==> src/rtl/fetch_operand.sv <==
// MIX operand fetch: forms M = AA + rI in sign-magnitude, range-checks M and
// the field spec, reads memory and extracts field (L:R) as a right-aligned operand.
module fetch_operand #(
   parameter int MEMSIZE = 4000
) (
   input  logic        clk,
   input  logic        rst,
   input  logic        start,
   input  logic [12:0] aa,
   input  logic [12:0] index,
   input  logic [5:0]  field,
   output logic        mem_rd,
   output logic [11:0] mem_addr,
   input  logic [30:0] mem_data,
   output logic [30:0] operand,
   output logic        done,
   output logic        error,
   output logic        busy
);

   typedef enum logic [2:0] {IDLE, ADDR, READ, WAIT, DONE} state_t;

   state_t      state;
   logic [12:0] aa_r;
   logic [12:0] idx_r;
   logic [5:0]  field_r;

   logic [12:0] ea_mag;
   logic        ea_neg;
   logic        addr_ok;
   logic        field_ok;

   // Bytes L'..R of the word, right-aligned; sign only survives when L = 0.
   function automatic logic [30:0] extract(input logic [30:0] w,
                                           input logic [2:0]  l,
                                           input logic [2:0]  r);
      logic [2:0]  lp;
      logic [29:0] mag;
      logic [29:0] mask;
      int          shi;
      int          widi;
      lp   = (l == 3'd0) ? 3'd1 : l;
      shi  = 6 * (5 - int'(r));
      widi = (r >= lp) ? 6 * (int'(r) - int'(lp) + 1) : 0;
      mask = 30'((31'd1 << widi) - 31'd1);
      mag  = (w[29:0] >> shi) & mask;
      return {(l == 3'd0) ? w[30] : 1'b0, mag};
   endfunction

   always_comb begin
      ea_mag = '0;
      ea_neg = 1'b0;
      if (aa_r[12] == idx_r[12]) begin
         ea_mag = {1'b0, aa_r[11:0]} + {1'b0, idx_r[11:0]};
         ea_neg = aa_r[12];
      end else if (aa_r[11:0] >= idx_r[11:0]) begin
         ea_mag = {1'b0, aa_r[11:0] - idx_r[11:0]};
         ea_neg = aa_r[12];
      end else begin
         ea_mag = {1'b0, idx_r[11:0] - aa_r[11:0]};
         ea_neg = idx_r[12];
      end
      if (ea_mag == 13'd0) ea_neg = 1'b0;
      addr_ok  = !ea_neg && (int'(ea_mag) < MEMSIZE);
      field_ok = (field_r[5:3] <= field_r[2:0]) && (field_r[2:0] <= 3'd5);
   end

   always_ff @(posedge clk or posedge rst) begin
      if (rst) begin
         state    <= IDLE;
         aa_r     <= '0;
         idx_r    <= '0;
         field_r  <= '0;
         mem_rd   <= 1'b0;
         mem_addr <= '0;
         operand  <= '0;
         error    <= 1'b0;
         done     <= 1'b0;
         busy     <= 1'b0;
      end else begin
         case (state)
            IDLE: begin
               done <= 1'b0;
               if (start) begin
                  aa_r    <= aa;
                  idx_r   <= index;
                  field_r <= field;
                  operand <= '0;
                  error   <= 1'b0;
                  busy    <= 1'b1;
                  state   <= ADDR;
               end
            end
            // ADDR -> READ on a legal request, straight to DONE otherwise
            ADDR: begin
               if (addr_ok && field_ok) begin
                  mem_rd   <= 1'b1;
                  mem_addr <= ea_mag[11:0];
                  state    <= READ;
               end else begin
                  error   <= 1'b1;
                  operand <= '0;
                  done    <= 1'b1;
                  state   <= DONE;
               end
            end
            READ: begin
               mem_rd <= 1'b0;
               state  <= WAIT;
            end
            // WAIT: RAM data is valid the cycle after the strobe
            WAIT: begin
               operand <= extract(mem_data, field_r[5:3], field_r[2:0]);
               error   <= 1'b0;
               done    <= 1'b1;
               state   <= DONE;
            end
            DONE: begin
               done  <= 1'b0;
               busy  <= 1'b0;
               state <= IDLE;
            end
            default: state <= IDLE;
         endcase
      end
   end

endmodule

==> config.mk <==
export PLATFORM = sky130hd
export DESIGN_NAME = fetch_operand
export DESIGN_NICKNAME = d
export VERILOG_FILES = /design/src/rtl/fetch_operand.sv
export SDC_FILE = /design/constraint.sdc
export NUM_CORES = 1
export LEC_CHECK = 0
export ABC_AREA = 0
export CAP_MARGIN = 15
export CORE_ASPECT_RATIO = 0.5
export CORE_UTILIZATION = 55
export DETAILED_ROUTE_END_ITERATION = 6
export HOLD_SLACK_MARGIN = 0.1
export PLACE_DENSITY = 0.81
export SYNTH_ARGS = -nofsm -noshare
export SYNTH_HDL_FRONTEND = slang
export SYNTH_SLANG_ARGS = --single-unit
==> constraint.sdc <==
create_clock -name clk -period 6.6 [get_ports clk]
set_clock_uncertainty 0.2 [all_clocks]
set_input_delay 0.99 -clock clk [delete_from_list [all_inputs] [get_ports clk]]
set_output_delay 0.99 -clock clk [all_outputs]
set_load 0.03 [all_outputs]
==> results summary, run 1 <==
The instance count of the mapped netlist came out at 881. Pin placement for this block handled around 110 I/O pins. The die boundary height is about 83 um.

From left edge to right edge, the die measures around 160 um. The worst setup path is launched from a register. The number of I/O port buffers is ~110. The mapped netlist covers approximately 7200 um2. The tightest min-delay check is of the register to register type. The largest driver fanout on the critical path is 10. The actual transition at the worst max-transition pin is between 1 and 1.5 ns. The flow ran to the end, and the final reports show no timing, DRC or antenna violations.

Derived from the worst setup path, the maximum achievable clock frequency is 179 MHz. The post-place setup slack came out at 1.06 ns. The first global-routing pass estimated 33100 um of wire. STA puts the critical path data arrival time at 5.61 ns. By area the synthesized netlist is led by sky130_fd_sc_hd__dfrtp_1 28%, sky130_fd_sc_hd__ha_1 9.9%, sky130_fd_sc_hd__o21ai_0 5.9%. The number of enable-type register cells in the synthesized netlist is 0. The worst setup path is captured at a register. Among all flip-flop cells after synthesis, the most frequent one is sky130_fd_sc_hd__dfrtp_1. Counting I/O delays and the setup requirement, the final critical path takes 5.59 ns. The TritonCTS clock tree is done. The overflow left after global routing came out at 0. The number of antenna cells inserted is 0. The initial antenna violation count is 0. In the final design database the tool counted 1097 nets.

The final setup violation count is 0. The detailed router finished its first iteration with between 500 and 600 violations. The area of the die is roughly 14000 um2. The total clock sinks came out at 82. Detailed placement finished with a half-perimeter wire length of 15200 um.

The total length of routed wires is around 20000 um. The initial utilization of the core area, before any placement, comes to between 50% and 60%. The number of gates given a new drive strength after cts came out at 0. The most area-hungry cell type in the Yosys netlist is sky130_fd_sc_hd__dfrtp_1. The setup TNS came out at 0 ns. The fraction of layout cells with a size suffix above 1 is 7.10%. Entering global routing, the biggest net connects 83 pins. Clock-pin slew was measured on the worst setup and hold paths at roughly 0.06 ns. Across every metal layer, demand over resource in global routing totals 30.6%. The total number of vias is around 6800. The register area share after synthesis came out at between 20% and 30%.

After layout, the worst path uses 84.7% of the clock period. In the final routed layout, each cell accounts on average for 17.5 um. The level count of the clock H-tree came out at 3. The worst setup slack after layout is between 1 and 1.5 ns.

In this run, post-CTS hold repair placed 0 buffers. The number of register bits inferred by synthesis is 82. After floorplanning, the core was sized to cover between 10000 and 15000 um2. A synthesized cell averages 8.18 um2. Of all flip-flops after synthesis, the portion carrying an async set or reset was 100%. The clock passes through at most 2 buffers. The number of global-route vias before repair is just under 7000. For this run, the number of Yosys warnings is 0. Clock tree synthesis selected as its root buffer the cell sky130_fd_sc_hd__clkbuf_16. Of the post-synthesis cell area, the dominant cell type holds around 28%.

After floorplanning, the core was divided into 29 placement rows. The distinct cell type count of the synthesized netlist came out at 83. Setup repair after global routing left no endpoint under its margin.

The first-pass detailed-route iteration total is 5. The setup path with the least slack is of type register to register. The layout overhead on the synthesized area is 21.3%.

Counting instances in the post-synthesis netlist gives the leading cell types as 92 x sky130_fd_sc_hd__inv_1, 92 x sky130_fd_sc_hd__nand2_1, 85 x sky130_fd_sc_hd__o21ai_0, 82 x sky130_fd_sc_hd__dfrtp_1, 62 x sky130_fd_sc_hd__nor2_1. The normalized max-slew margin came out at a little over a fifth. The number of CTS-inserted buffers came out at 9. The required time reported for the critical path endpoint came out at between 6 and 7 ns. The total nets after synthesis is 1010. The number of buffers inserted by post-CTS setup repair is 0.

The final hold violation count came out at 0. For this run, design rule violations remaining after detail routing come to 0. The final count of pins violating max slew was 0. The routability congestion estimate is around 0.91.

The number of vias per cell after detailed routing is between 5 and 6. The max-cap check violation count came out at 0. The clock latency of the later-clocked register in the worst-skew pair is 0.34 ns.

Once detail routing completed, the nets flagged for antenna violations numbered 0.
==> layout by cell type (no fill, tap or decap), types with 7 or more instances in the layout <==
cell	n
sky130_fd_sc_hd__clkdlybuf4s50_1	112
sky130_fd_sc_hd__nand2_1	92
sky130_fd_sc_hd__inv_1	91
sky130_fd_sc_hd__o21ai_0	85
sky130_fd_sc_hd__dfrtp_1	82
sky130_fd_sc_hd__nor2_1	62
sky130_fd_sc_hd__ha_1	57
sky130_fd_sc_hd__a21oi_1	46
sky130_fd_sc_hd__nand3_1	21
sky130_fd_sc_hd__mux2i_1	21
sky130_fd_sc_hd__a211oi_1	19
sky130_fd_sc_hd__xnor2_1	16
sky130_fd_sc_hd__o22ai_1	15
sky130_fd_sc_hd__nand2b_1	14
sky130_fd_sc_hd__nor2b_1	13
sky130_fd_sc_hd__nor3_1	12
sky130_fd_sc_hd__o21ai_1	10
sky130_fd_sc_hd__nand4_1	10
sky130_fd_sc_hd__xor2_1	10
sky130_fd_sc_hd__mux2_2	9
sky130_fd_sc_hd__a31oi_1	9
sky130_fd_sc_hd__o21a_1	9
sky130_fd_sc_hd__clkbuf_16	9
sky130_fd_sc_hd__o31ai_1	8
sky130_fd_sc_hd__buf_4	8
sky130_fd_sc_hd__o21bai_1	7
==> logic make-up (layout without fill, tap and decap cells) <==
logic type	count (synthesis)	in the layout	share of synthesized area, %
AOI/OAI and AO/OA	266	266	23.8
xor gates and xnor gates	26	26	3.16
adders and majority gates	63	63	11.6
buffers and inverters	138	229	7.94
DFF	82	82	28.5
muxes	40	40	7.03
and+or+nand+nor	266	266	18.0
==> flip-flops by register name, indices dropped and copies added, names as in the netlist <==
signal / flops
operand: 31
aa_r: 13
idx_r: 13
mem_addr: 12
field_r: 6
state: 3
busy: 1
done: 1
error: 1
mem_rd: 1
==> through the flow <==
step / instances / area, um2 / util (%) / hold WS (ns)
6_report: 1142 / 8740 / 68.6 / 0.288
4_1_cts: 1141 / 8710 / 68.4 / 0.292
3_3_place_gp: 1126 / 8380 / 65.8 / 0.272
2_1_floorplan: 881 / 7200 / - / 0.290
3_5_place_dp: 1126 / 8380 / 65.8 / 0.278
5_1_grt: 1142 / 8740 / 68.6 / 0.324
==> area by class of cell <==
class                   count  area [um2]
flip-flops and latches     82        2050
repair buffers            121        1210
well taps                 170         213
clock buffers              10         229
inverters                  93         350
multi-input cells         661        4590
fillers                  1060        3990
clock inverters             5         104
==> path summary, 6_finish.rpt <==
check,end,cells past startpoint,start,slack [ns]
min in group asynchronous,operand[3],3,rst,0.83
worst min-delay path,mem_rd,1,mem_rd,0.29
max in group asynchronous,aa_r[1],4,rst,4.79
worst max register to register,operand[28],22,field_r[5],1.01
worst max-delay path,operand[28],22,field_r[5],1.01
worst min register to register,mem_rd,1,mem_rd,0.29
==> routing by layer <==
metal / wire [um] / track usage [%] / up-vias
li1: - / - / 3276
met1: 8860 / 40.2 / 3211
met2: 9440 / 51.5 / 258
met3: 1120 / 4.55 / 45
met4: 519 / 10.8 / 0
met5: 0 / 0 / -
==> worst max-delay path, cell delays in order, from the launching register on <==
cell	delay, ns
sky130_fd_sc_hd__dfrtp_1	0.42
sky130_fd_sc_hd__o21ai_0	0.18
sky130_fd_sc_hd__ha_1	0.19
sky130_fd_sc_hd__inv_1	0.05
sky130_fd_sc_hd__fa_1	0.35
sky130_fd_sc_hd__inv_1	0.07
sky130_fd_sc_hd__fa_1	0.52
sky130_fd_sc_hd__nor2_1	0.16
sky130_fd_sc_hd__nand2_1	0.11
sky130_fd_sc_hd__xnor2_1	0.14
sky130_fd_sc_hd__ha_1	0.33
sky130_fd_sc_hd__ha_1	0.29
sky130_fd_sc_hd__and3_1	0.14
sky130_fd_sc_hd__o21ai_0	0.22
sky130_fd_sc_hd__nand2b_1	0.08
sky130_fd_sc_hd__o311a_1	0.43
sky130_fd_sc_hd__nor3_1	0.50
sky130_fd_sc_hd__nand2_1	0.16
sky130_fd_sc_hd__ha_1	0.25
sky130_fd_sc_hd__o31ai_1	0.17
sky130_fd_sc_hd__o21ba_2	0.26
sky130_fd_sc_hd__xor2_1	0.15
sky130_fd_sc_hd__o22ai_1	0.09
Power of run 1 is not shown: default switching activity piles up to over one toggle a cycle in this logic, so the estimate is an artifact.
==> inputs of run 2 (changes only) <==
Settings changed: CORE_UTILIZATION 55 to 50, PLACE_DENSITY 0.81 to 0.78.
Clock period 6.6 ns to 4.5 ns, I/O delays scaled along.
==> run 2 against run 1 <==
The run now ends with negative setup slack left. First-iteration DRC count shrank 4.5%. Final area grew 6.5%. Core utilization shrank 1.2 points. Worst setup slack lost 1.2 ns. Non-clock buffer count grew 39. Sequential cell count is the same. Via count grew 3.3%. Global-route usage shrank 1.1 points. Die area grew 9.8%. Fmax grew 18%. Final cell count grew 5.3%.
==> results summary, run 2 (synthesis gave the netlist of run 1 again) <==
Result of the run: finished with violations (was finished clean). The final reports fail on negative setup slack. Setup repair after global routing missed its margin: yes (was no).

The global-route track usage on met3 came out at 4.95% (was 4.55%). The number of I/O port buffers is 112 (unchanged). The register with the most flip-flops is operand (unchanged). The area occupied by multi-input gates is 4830 um2 (was 4590 um2). The layout overhead on the synthesized area is 29.3% (was 21.3%).

The global routing's busiest layer is met2 (unchanged). The total clock sinks came out at 82 (unchanged). The area occupied by registers came out at 2050 um2 (unchanged). The worst setup slack after layout came out at -0.225 ns (was 1.01 ns). The normalized max-slew margin came out at 36.3% (was 21.8%).

The overall fraction of global-route tracks in use was 29.5% (was 30.6%). The final setup violation count is 17 (was 0). The clock latency of the later-clocked register in the worst-skew pair came out at 0.35 ns (was 0.34 ns).

The initial antenna violation count came out at 0 (unchanged). The post-detailed-route wirelength per cell came out at 18.0 um (was 17.5 um). The first-pass GRT wire length is 34200 um (was 33100 um). The number of CTS-inserted buffers was 9 (unchanged). The TritonCTS clock tree is done (unchanged). The die width is 172 um (was 164 um).

The number of DRC violations after detailed routing is 0 (unchanged). The critical path launch point type is a register (unchanged). The final count of pins violating max slew is 0 (unchanged). The fraction of layout cells with a size suffix above 1 came out at 14.4% (was 7.10%). The count of hold buffers inserted by post-cts repair is 0 (unchanged). The final cycle utilization of the critical path came out at 105% (was 84.7%). The largest driver fanout on the critical path came to 5 (was 10).

The placeable core region came out at 13800 um2 (was 12700 um2). The level count of the clock H-tree came to 3 (unchanged). The placement row count came out at 30 (was 29). The final hold violation count was 0 (unchanged).

The kind of path behind the tightest hold check is register to register (unchanged). The maximum operating frequency is 212 MHz (was 179 MHz). The met2 global-route usage is 53.1% (was 51.5%). The number of antenna cells inserted is 0 (unchanged). The count of cells along the worst register-to-register path is 24 (was 22). The overflow left after global routing is 0 (unchanged).

The number of nets with antenna violations after detailed routing came out at 0 (unchanged). The first-pass detailed-route iteration total came out at 5 (unchanged). The placed wire-length estimate after detailed placement is 16500 um (was 15200 um).

The type of the worst setup path is register to register (unchanged). The number of DRC markers in iteration 0 came out at 490 (was 513). The met1 global-route usage came out at 35.5% (was 40.2%). The number of flip-flops in the largest register is 31 (unchanged).

The post-place setup slack is -0.312 ns (was 1.06 ns). The clock transition time at the flip-flop clock pins of the worst setup and hold paths came to 0.06 ns (about the same). The number of inserted filler cells in the final layout is 1148 (was 1060). The top-level I/O count is 113 (unchanged). The area of the die came out at 14900 um2 (was 13600 um2). The total length of routed wires came out at 21700 um (was 19900 um).

The maximum root-to-sink buffer count came out at 2 (unchanged). The number of global-route vias before repair is 6952 (was 6752). The element type at the critical path end was a register (unchanged). The required time reported for the critical path endpoint came out at 4.57 ns (was 6.62 ns). The routability congestion estimate is 0.971 (was 0.913). The data arrival time of the critical path came out at 4.79 ns (was 5.61 ns).

The number of instances on the worst hold path is 1 (unchanged). The actual transition at the worst max-transition pin came out at 0.955 ns (was 1.17 ns). Most frequent cells in the layout: 112 x sky130_fd_sc_hd__clkdlybuf4s50_1, 89 x sky130_fd_sc_hd__nand2_1, 89 x sky130_fd_sc_hd__inv_1 (was 112 x sky130_fd_sc_hd__clkdlybuf4s50_1, 92 x sky130_fd_sc_hd__nand2_1, 91 x sky130_fd_sc_hd__inv_1).

The post-layout minimum cycle time is 4.72 ns (was 5.59 ns). Leading registers by flop count: operand x31, aa_r x13, idx_r x13 (unchanged). The number of vias per cell after detailed routing came out at 5.83 (was 5.95). The final layout net count came out at 1136 (was 1097). The library cell used as clock root buffer is sky130_fd_sc_hd__clkbuf_16 (unchanged).

The max-cap check violation count is 0 (unchanged). The die boundary height came out at 86.9 um (was 82.9 um). The effective utilization at floorplan came out at 52.2% (was 56.6%). The pin count of the biggest net entering global routing came out at 62 (was 83). The most common cell after layout, fill and taps aside was sky130_fd_sc_hd__clkdlybuf4s50_1 (unchanged). The total number of vias is 7012 (was 6790).
==> run 2: cell count changes in the layout (fill, tap and decap cells not counted), sizes merged <==
| cell | previous run | this run |
|---|---|---|
| buf | 9 | 48 |
| bufinv | 3 | 2 |
| clkbuf | 10 | 11 |
| clkinv | 4 | 3 |
| inv | 91 | 92 |
==> run 2: layout make-up <==
class                   instances  area share [%]
flip-flops and latches         82            22.0
repair buffers                160            16.2
clock buffers                  11            2.61
clock inverters                 4           0.793
inverters                      93            3.90
well taps                     192            2.58
multi-input cells             661            51.9
==> run 2: final timing paths <==
check,start,to,slack (ns)
setup / recovery,field_r[4],operand[19],-0.22
hold / removal,mem_rd,mem_rd,0.30
setup reg to reg,field_r[4],operand[19],-0.22
hold reg to reg,mem_rd,mem_rd,0.30
max in group asynchronous,rst,operand[28],3.12
min in group asynchronous,rst,idx_r[10],0.39
==> run 2: per-stage QoR <==
step	setup TNS (ns)	hold slack (ns)	util, %	instance area (um2)	cells
6_report	-1.71	0.296	67.4	9310	1203
5_1_grt	-6.43	0.324	67.4	9310	1203
4_1_cts	-0.681	0.297	66.2	9140	1200
3_5_place_dp	-3.78	0.283	63.7	8800	1184
3_3_place_gp	-1.20	0.285	63.7	8800	1184
2_1_floorplan	-2.97	0.290	-	7390	881
==> run 2: critical path: stages, from the launching register on <==
cell,delay (ns)
sky130_fd_sc_hd__dfrtp_1,0.40
sky130_fd_sc_hd__o21ai_2,0.21
sky130_fd_sc_hd__ha_4,0.16
sky130_fd_sc_hd__inv_2,0.03
sky130_fd_sc_hd__fa_2,0.33
sky130_fd_sc_hd__inv_2,0.07
sky130_fd_sc_hd__fa_2,0.46
sky130_fd_sc_hd__nor2_2,0.12
sky130_fd_sc_hd__nand2_2,0.07
sky130_fd_sc_hd__xnor2_1,0.12
sky130_fd_sc_hd__ha_1,0.30
sky130_fd_sc_hd__ha_1,0.28
sky130_fd_sc_hd__and3_4,0.16
sky130_fd_sc_hd__o21ai_4,0.13
sky130_fd_sc_hd__nor2_1,0.07
sky130_fd_sc_hd__o211ai_1,0.20
sky130_fd_sc_hd__o311a_1,0.21
sky130_fd_sc_hd__buf_6,0.14
sky130_fd_sc_hd__nor3_4,0.04
sky130_fd_sc_hd__nand2_2,0.12
sky130_fd_sc_hd__ha_4,0.15
sky130_fd_sc_hd__o31ai_4,0.08
sky130_fd_sc_hd__o21bai_4,0.19
sky130_fd_sc_hd__or3_1,0.34
sky130_fd_sc_hd__o21ai_1,0.08
==> run 2: metal layers <==
layer	share of wire (%)	wire length, um	vias to the layer above
met4	3.1	672	0
met3	5.9	1270	55
met2	48	10500	259
met1	43	9250	3339
li1	-	-	3359
met5	0	0	-
==> run 2: timing repair <==
item	CTS	global route
pin swaps	5	9
resized for setup	6	23
gates cloned	0	0
setup buffers	1	2
endpoints found under the setup margin	19	30
Power of run 2 is left out for the same reason.
